**src/rtl/cpu_ctrl_pkg.sv**
```systemverilog
// rtl/cpu_ctrl_pkg.sv - shared encodings and default latencies for the CPU pipeline control
package cpu_ctrl_pkg;

    // MDU occupancy state
    typedef enum logic {
        ST_IDLE = 1'b0,
        ST_BUSY = 1'b1
    } mdu_state_e;

    // Busy cycles after issue for mult/multu and div/divu
    localparam int MULT_LAT_DEF = 5;
    localparam int DIV_LAT_DEF  = 10;
    localparam int CNT_W_DEF    = 4;

endpackage

```
**src/rtl/mdu_busy_cnt.sv**
```systemverilog
// rtl/mdu_busy_cnt.sv - MDU occupancy countdown with retire pulse and sticky protocol error
module mdu_busy_cnt
    import cpu_ctrl_pkg::*;
#(
    parameter int MULT_LAT = MULT_LAT_DEF,
    parameter int DIV_LAT  = DIV_LAT_DEF,
    parameter int CNT_W    = CNT_W_DEF
) (
    input  logic clk,
    input  logic reset,
    input  logic e_start,
    input  logic e_is_div,
    input  logic hold,
    output logic busy,
    output logic mdu_done,
    output logic err
);

    localparam logic [CNT_W-1:0] CNT_ONE  = CNT_W'(1);
    localparam logic [CNT_W-1:0] CNT_MULT = CNT_W'(MULT_LAT);
    localparam logic [CNT_W-1:0] CNT_DIV  = CNT_W'(DIV_LAT);

    mdu_state_e       state_q, state_d;
    logic [CNT_W-1:0] cnt_q, cnt_d;
    logic             mdu_done_q, mdu_done_d;
    logic             err_q, err_d;
    logic             accept;
    logic             start_in_busy;

    // Start qualification; reset masks the start so busy reads 0 while reset is held
    always_comb begin
        accept        = e_start & ~hold & ~reset & (state_q == ST_IDLE);
        start_in_busy = e_start & ~hold & (state_q == ST_BUSY);
        busy          = ~reset & (accept | (state_q == ST_BUSY));
    end

    // Next-state: load latency on accept, count down through hold, retire at cnt==1
    always_comb begin
        state_d    = state_q;
        cnt_d      = cnt_q;
        mdu_done_d = 1'b0;
        err_d      = err_q | start_in_busy;
        case (state_q)
            ST_IDLE: begin
                if (accept) begin
                    cnt_d   = e_is_div ? CNT_DIV : CNT_MULT;
                    state_d = ST_BUSY;
                end
            end
            ST_BUSY: begin
                if (cnt_q == CNT_ONE) begin
                    state_d    = ST_IDLE;
                    cnt_d      = '0;
                    mdu_done_d = 1'b1;
                end else begin
                    cnt_d = cnt_q - CNT_ONE;
                end
            end
            default: begin
                state_d = ST_IDLE;
                cnt_d   = '0;
            end
        endcase
    end

    // State register with synchronous active-high reset
    always_ff @(posedge clk) begin
        if (reset) begin
            state_q    <= ST_IDLE;
            cnt_q      <= '0;
            mdu_done_q <= 1'b0;
            err_q      <= 1'b0;
        end else begin
            state_q    <= state_d;
            cnt_q      <= cnt_d;
            mdu_done_q <= mdu_done_d;
            err_q      <= err_d;
        end
    end

    assign mdu_done = mdu_done_q;
    assign err      = err_q;

    // The countdown retires at 1, so BUSY with a zero count means the counter wrapped
    a_no_busy_zero: assert property (@(posedge clk) disable iff (reset)
        (state_q == ST_BUSY) |-> (cnt_q != '0));

endmodule

```
**src/rtl/mdu_stall_ctrl.sv**
```systemverilog
// rtl/mdu_stall_ctrl.sv - pipeline register enable/flush sequencer around the multi-cycle MDU
module mdu_stall_ctrl
    import cpu_ctrl_pkg::*;
#(
    parameter int MULT_LAT = MULT_LAT_DEF,
    parameter int DIV_LAT  = DIV_LAT_DEF,
    parameter int CNT_W    = CNT_W_DEF
) (
    input  logic clk,
    input  logic reset,
    input  logic E_start,
    input  logic E_is_div,
    input  logic D_use_mdu,
    input  logic D_stall_other,
    input  logic hold,
    output logic busy,
    output logic mdu_done,
    output logic F_en,
    output logic FD_en,
    output logic DE_en,
    output logic DE_refresh,
    output logic EM_en,
    output logic MW_en,
    output logic err
);

    logic dstall;

    mdu_busy_cnt #(
        .MULT_LAT (MULT_LAT),
        .DIV_LAT  (DIV_LAT),
        .CNT_W    (CNT_W)
    ) u_busy_cnt (
        .clk      (clk),
        .reset    (reset),
        .e_start  (E_start),
        .e_is_div (E_is_div),
        .hold     (hold),
        .busy     (busy),
        .mdu_done (mdu_done),
        .err      (err)
    );

    // D stalls on an MDU instruction meeting a busy MDU or on any hazard-unit request;
    // hold freezes every register and suppresses the bubble
    always_comb begin
        dstall     = (D_use_mdu & busy) | D_stall_other;
        F_en       = 1'b0;
        FD_en      = 1'b0;
        DE_en      = 1'b0;
        DE_refresh = 1'b0;
        EM_en      = 1'b0;
        MW_en      = 1'b0;
        if (!hold) begin
            F_en       = ~dstall;
            FD_en      = ~dstall;
            DE_en      = 1'b1;
            DE_refresh = dstall;
            EM_en      = 1'b1;
            MW_en      = 1'b1;
        end
    end

endmodule

```
**config.mk**
```make
export PLATFORM = sky130hd
export DESIGN_NAME = mdu_stall_ctrl
export DESIGN_NICKNAME = d
export VERILOG_FILES = /design/src/rtl/cpu_ctrl_pkg.sv /design/src/rtl/mdu_busy_cnt.sv /design/src/rtl/mdu_stall_ctrl.sv
export SDC_FILE = /design/constraint.sdc
export NUM_CORES = 1
export LEC_CHECK = 0
export BUFFER_PORTS_ARGS = -buffer_cell sky130_fd_sc_hd__buf_2
export CAP_MARGIN = 0
export CORE_AREA = 3 3 40 42
export CTS_BUF_LIST = sky130_fd_sc_hd__clkbuf_8
export DETAILED_ROUTE_END_ITERATION = 7
export DIE_AREA = 0 0 43 45
export HOLD_SLACK_MARGIN = 0.12
export MAX_ROUTING_LAYER = met4
export SKIP_LAST_GASP = 1
export SLEW_MARGIN = 20
export SYNTH_ARGS = -nofsm -noshare
export SYNTH_HDL_FRONTEND = slang
export SYNTH_SLANG_ARGS = --single-unit
export TNS_END_PERCENT = 5
```
**constraint.sdc**
```tcl
create_clock -name clk -period 1.02 [get_ports clk]
set_input_delay 0.204 -clock clk [delete_from_list [all_inputs] [get_ports clk]]
set_output_delay 0.204 -clock clk [all_outputs]
set_load 0.03 [all_outputs]
```
## Word-level counts from Yosys, hierarchy flattened

Index checks and enable logic that the tools add are counted.

- Register bits: 7
- Output and inout bits: 9

- Add/sub/neg operators: 1
- Eq/ne operators: 2
- Muxes and demuxes: 11
- Bitwise gates (word level): 13
- Reduce and logical (&&, ||, !) cells: 1

Operators with widths:

| operator | number |
|---|---|
| 4-bit two-way mux | 3 |
| 4-bit case mux with 2 select lines | 1 |
| 1-bit AND | 6 |
| 1-bit two-way mux | 6 |
| 4-bit by 1-bit equality test with 1-bit output, second input constant | 1 |
| 1-bit inverter | 4 |
| 4-bit by 1-bit subtractor with 4-bit output, second input constant | 1 |
| 1-bit bitwise OR | 3 |
| 2-bit by 1-bit != test with 1-bit output, second input constant | 1 |
| 1-bit case mux with 2 select lines | 1 |
| 2-bit OR reduction | 1 |

## Depth between registers and ports, before layout

- Word-level depth: 10
- Mapped depth: 6

## Hierarchy

From an unflattened synthesis, not the netlist that was laid out.

- Cells, all modules: 50
- Area, all modules: 405.4 µm²

Modules (own cells, without submodules):

| module | instances | cells each | area an instance (µm²) |
|---|---|---|---|
| mdu_busy_cnt | 1 | 43 | 360.3 |
| mdu_stall_ctrl | 1 | 7 | 45.0 |

## Worst setup path after synthesis

OpenSTA, ideal clock, no wires.

- Kind: input -> output
- Start: in reset
- End: out F_en
- Data arrival time: 1.523 ns
- Path slack: -0.707 ns
- Stages: 4
- Path buffers: 2
- Cell sequence: clkbuf_1 -> nor3b_1 -> nor3_1 -> buf_4

- Longest elaborated chain between the ends: 9

Ends and longest elaborated chain:

| element | RTL line | RTL |
|---|---|---|
| start: declaration | mdu_stall_ctrl.sv:10 | `input logic reset,` |
| 1-bit inverter (*) | mdu_busy_cnt.sv:32, mdu_busy_cnt.sv:34 |  |
| 1-bit AND (2 in series) | mdu_busy_cnt.sv:32 | `accept = e_start & ~hold & ~reset & (state_q == ST_IDLE);` |
| 1-bit bitwise OR | mdu_busy_cnt.sv:34 | `busy = ~reset & (accept \| (state_q == ST_BUSY));` |
| 1-bit AND (*) | mdu_busy_cnt.sv:34 |  |
| 1-bit AND (*) | mdu_stall_ctrl.sv:47 | `dstall = (D_use_mdu & busy) \| D_stall_other;` |
| 1-bit bitwise OR (*) | mdu_stall_ctrl.sv:47 |  |
| 1-bit inverter (*) | - |  |
| 1-bit two-way mux (*) | - |  |
| end: declaration | mdu_stall_ctrl.sv:18 | `output logic F_en,` |

Mark *: on every way between the ends. The rest lies on a longest branch, timed or not.

## Worst setup path in the final report

- Start: reg u_busy_cnt.state_q
- End: out F_en

- Longest elaborated chain between the ends: 8

Ends and longest elaborated chain:

| element | RTL line | RTL |
|---|---|---|
| start: declaration | mdu_busy_cnt.sv:23 | `mdu_state_e state_q, state_d;` |
| start signal: assignment | mdu_busy_cnt.sv:74 | `state_q <= state_d;` |
| 1-bit inverter | mdu_busy_cnt.sv:32 |  |
| 1-bit AND | mdu_busy_cnt.sv:32 |  |
| 1-bit bitwise OR (*) | mdu_busy_cnt.sv:34 |  |
| 1-bit AND (*) | mdu_busy_cnt.sv:34 |  |
| 1-bit AND (*) | mdu_stall_ctrl.sv:47 |  |
| 1-bit bitwise OR (*) | mdu_stall_ctrl.sv:47 |  |
| 1-bit inverter (*) | mdu_stall_ctrl.sv:55 | `F_en = ~dstall;` |
| 1-bit two-way mux (*) | mdu_stall_ctrl.sv:54 | `if (!hold) begin` |

Marked as above.

==> results.sh <==
export IMPL_hpwl_um=710
export IMPL_final_common_cell="buf_2"
export IMPL_ys_flop_type="dfxtp_1"
export IMPL_io_buffers=15
export IMPL_start_kind="flip-flop"
export IMPL_synthMuxAreaShare=0
export IMPL_synth_cells=53
export IMPL_setup_slack_ns=-0.321
export IMPL_grt_util_all_layers=0.115
export IMPL_hold_path_class="input port to flip-flop"
export IMPL_synth_top_cells_by_area="dfxtp_1 (34%), nor2_1 (9.2%), ha_1 (6.2%)"
export IMPL_gr_total_overflow=0
export IMPL_power_density_mw_per_mm2=1530
export IMPL_rsz0062_at_grt="yes"
export IMPL_cts_tree="built"
export IMPL_routed_wl_um=974
export IMPL_numCtsBuffers=3
export IMPL_num_nets_final=85
export IMPL_fmax_ghz=0.746
export IMPL_drt_iter0_drc=4
export IMPL_period_needed_ns=1.34
export IMPL_n_antenna_cell=0
export IMPL_syn_cell_area_um2=407
export IMPL_grt_use_met3=0.0717
export IMPL_hp_start="reset"
export IMPL_gr_usage_met2=0.171
export IMPL_routed_via_density=4.67
export IMPL_tns_ns=-1.34
export IMPL_grt_max_degree=13
export IMPL_rr_endpoint="u_busy_cnt.cnt_q[2]"
export IMPL_clkSinkCount=7
export IMPL_skew_ns=0.000403
export IMPL_tightest_slew_ns=0.289
export IMPL_min_period_over_period=1.31
export IMPL_busiest_layer="met2"
export IMPL_synth_distinct_cells=23
export IMPL_maxSlewHeadroom=0.805
export IMPL_path_class="flip-flop to primary output"
export IMPL_path_max_fanout=2
export IMPL_grt_pass1_wl_um=1590
export IMPL_final_max_slew_viol_count=0
export IMPL_area_growth_pct=50.8
export IMPL_synthAdderAreaFrac=0.0615
export IMPL_gp_congestion=0.816
export IMPL_ir_worst_vdd_uv=1200
export IMPL_rows=13
export IMPL_synth_seq_cells=7
export IMPL_fillers=133
export IMPL_finalHoldWorstSlack_ns=0.305
export IMPL_cts_htree_levels=1
export IMPL_clockRootBuffer="clkbuf_8"
export IMPL_grt_util_met1=0.136
export IMPL_synth_fp_nets=62
export IMPL_start_util=0.316
export IMPL_grt_pass1_vias=361
export IMPL_worst_ep_required_time_ns=0.82
export IMPL_violations="setup timing"
export IMPL_arrival_ns=1.14
export IMPL_vias=420
export IMPL_synth_xor_xnor_area_share=0
export IMPL_r2r_start="u_busy_cnt.cnt_q[1]"
export IMPL_final_cell_mix="buf_2 (12), nor2_1 (8), buf_4 (8)"
export IMPL_p_leak_nw=0.287
export IMPL_drv_cap=0
export IMPL_ff2ff_path_depth=6
export IMPL_synth_warnings=0
export IMPL_status="finished, violations left"
export IMPL_synth_top_area_share=0.345
export IMPL_yosys_area_share_simple=0.345
export IMPL_clockBufferDepth=2
export IMPL_synth_compound_area_frac=0.148
export IMPL_r2r_slack_ns=-0.10
export IMPL_fp_dieH_um=45
export IMPL_async_flop_share=0
export IMPL_die_width_um=43
export IMPL_holdPathEnd="u_busy_cnt.cnt_q[3]"
export IMPL_synth_top_family_by_area="simple AND/OR/NAND/NOR gates"
export IMPL_drive_above_1_share=0.440
export IMPL_end_kind="primary output"
export IMPL_hold_viol_final=0
export IMPL_clock_latency_ns=0.23
export IMPL_setup_violations=7
export IMPL_drc=0
export IMPL_syn_mean_instance_area_um2=7.67
export IMPL_drt_antenna_violating_nets=0
export IMPL_dieArea_mm2=0.00194
export IMPL_yosysSeqAreaShare=0.345
export IMPL_routedWlPerCell_um=10.8
export IMPL_synth_edf_count=0
export IMPL_pin_count=16
export IMPL_antenna_found_initial=0
export IMPL_fp_coreArea_mm2=0.00128
export IMPL_drt_pass1_iterations=4
export IMPL_yosysTopAreaCell="dfxtp_1"
export IMPL_hold_path_depth=3
export IMPL_path_clk_slew_ns=0.04
## how the worst max path moves through the flow
| stage | startpoint | to | slack [ns] |
|---|---|---|---|
| floorplan | u_busy_cnt.state_q | F_en | -0.19 |
| global placement | E_start | u_busy_cnt.cnt_q[2] | -0.16 |
| detailed placement | E_start | u_busy_cnt.cnt_q[2] | -0.18 |
| CTS | u_busy_cnt.state_q | F_en | -0.32 |
| global route | u_busy_cnt.state_q | F_en | -0.37 |
| finish | u_busy_cnt.state_q | F_en | -0.32 |
## worst max-delay path, cell delays in order (launching register included)
cell     delay (ns)
dfxtp_2        0.32
nor2_2         0.09
nor3b_2        0.06
buf_4          0.14
nor3_4         0.15
buf_6          0.16
## what timing repair did
item,CTS,global route
pin swaps,2,0
hold buffers,0,0
setup endpoints to repair,7,8
buffers inserted,1,0
resized for setup,4,1
## synthesized netlist by cell type, types with 2 or more instances
cell       n
dfxtp_1    7
nor2_1    10
a211oi_1   2
nor3_1     4
ha_1       2
clkbuf_1   2
buf_4      3
nand3_1    2
inv_1      3
nand2b_1   3
and2_1     2
a21oi_1    2
## kinds of logic (layout without fill, tap and decap cells)
logic type,after synthesis,count (layout)
simple gates,27,27
compound gates,9,9
buf+inv,8,30
flops,7,7
fa+ha+maj,2,2
## power by group
group	switching, W	total [W]	internal [W]	leakage, nW
sequential	0.0000153	0.000312	0.000297	0.0578
clock	0.000127	0.000387	0.000261	0.0269
combinational	0.000128	0.000237	0.000109	0.203
## flip-flops by register name, summed over array words and instances, names as in the netlist
register,flops
u_busy_cnt.cnt_q,4
u_busy_cnt.err,1
u_busy_cnt.mdu_done,1
u_busy_cnt.state_q,1
## final cells by class
| type | instances | area (um^2) | share of cell area |
|---|---|---|---|
| timing repair buffer | 23 | 150 | 0.245 |
| tap | 15 | 18.8 | 0.0306 |
| clock inverter | 1 | 3.75 | 0.00612 |
| clock buffer | 3 | 41.3 | 0.0673 |
| sequential | 7 | 141 | 0.231 |
| inverter | 3 | 11.3 | 0.0184 |
| multi-input combinational | 38 | 246 | 0.402 |
## per-stage QoR
stage | util | power, W | worst slack [ns] | instance area (um^2) | cells
after floorplan | - | 0.000469 | -0.188 | 434 | 53
after global placement | 0.425 | 0.000541 | -0.157 | 546 | 85
after detailed placement | 0.425 | 0.000542 | -0.183 | 546 | 85
after CTS | 0.475 | 0.000945 | -0.318 | 611 | 90
after global routing | 0.477 | 0.000985 | -0.366 | 613 | 90
final | 0.477 | 0.000936 | -0.321 | 613 | 90
## layer usage
layer  share of wire  vias up
met2            0.46        9
met4               0        0
li1                -      218
met1            0.48      193
met5               0        -
met3           0.061        0
Power figures use the tool's default switching activity.
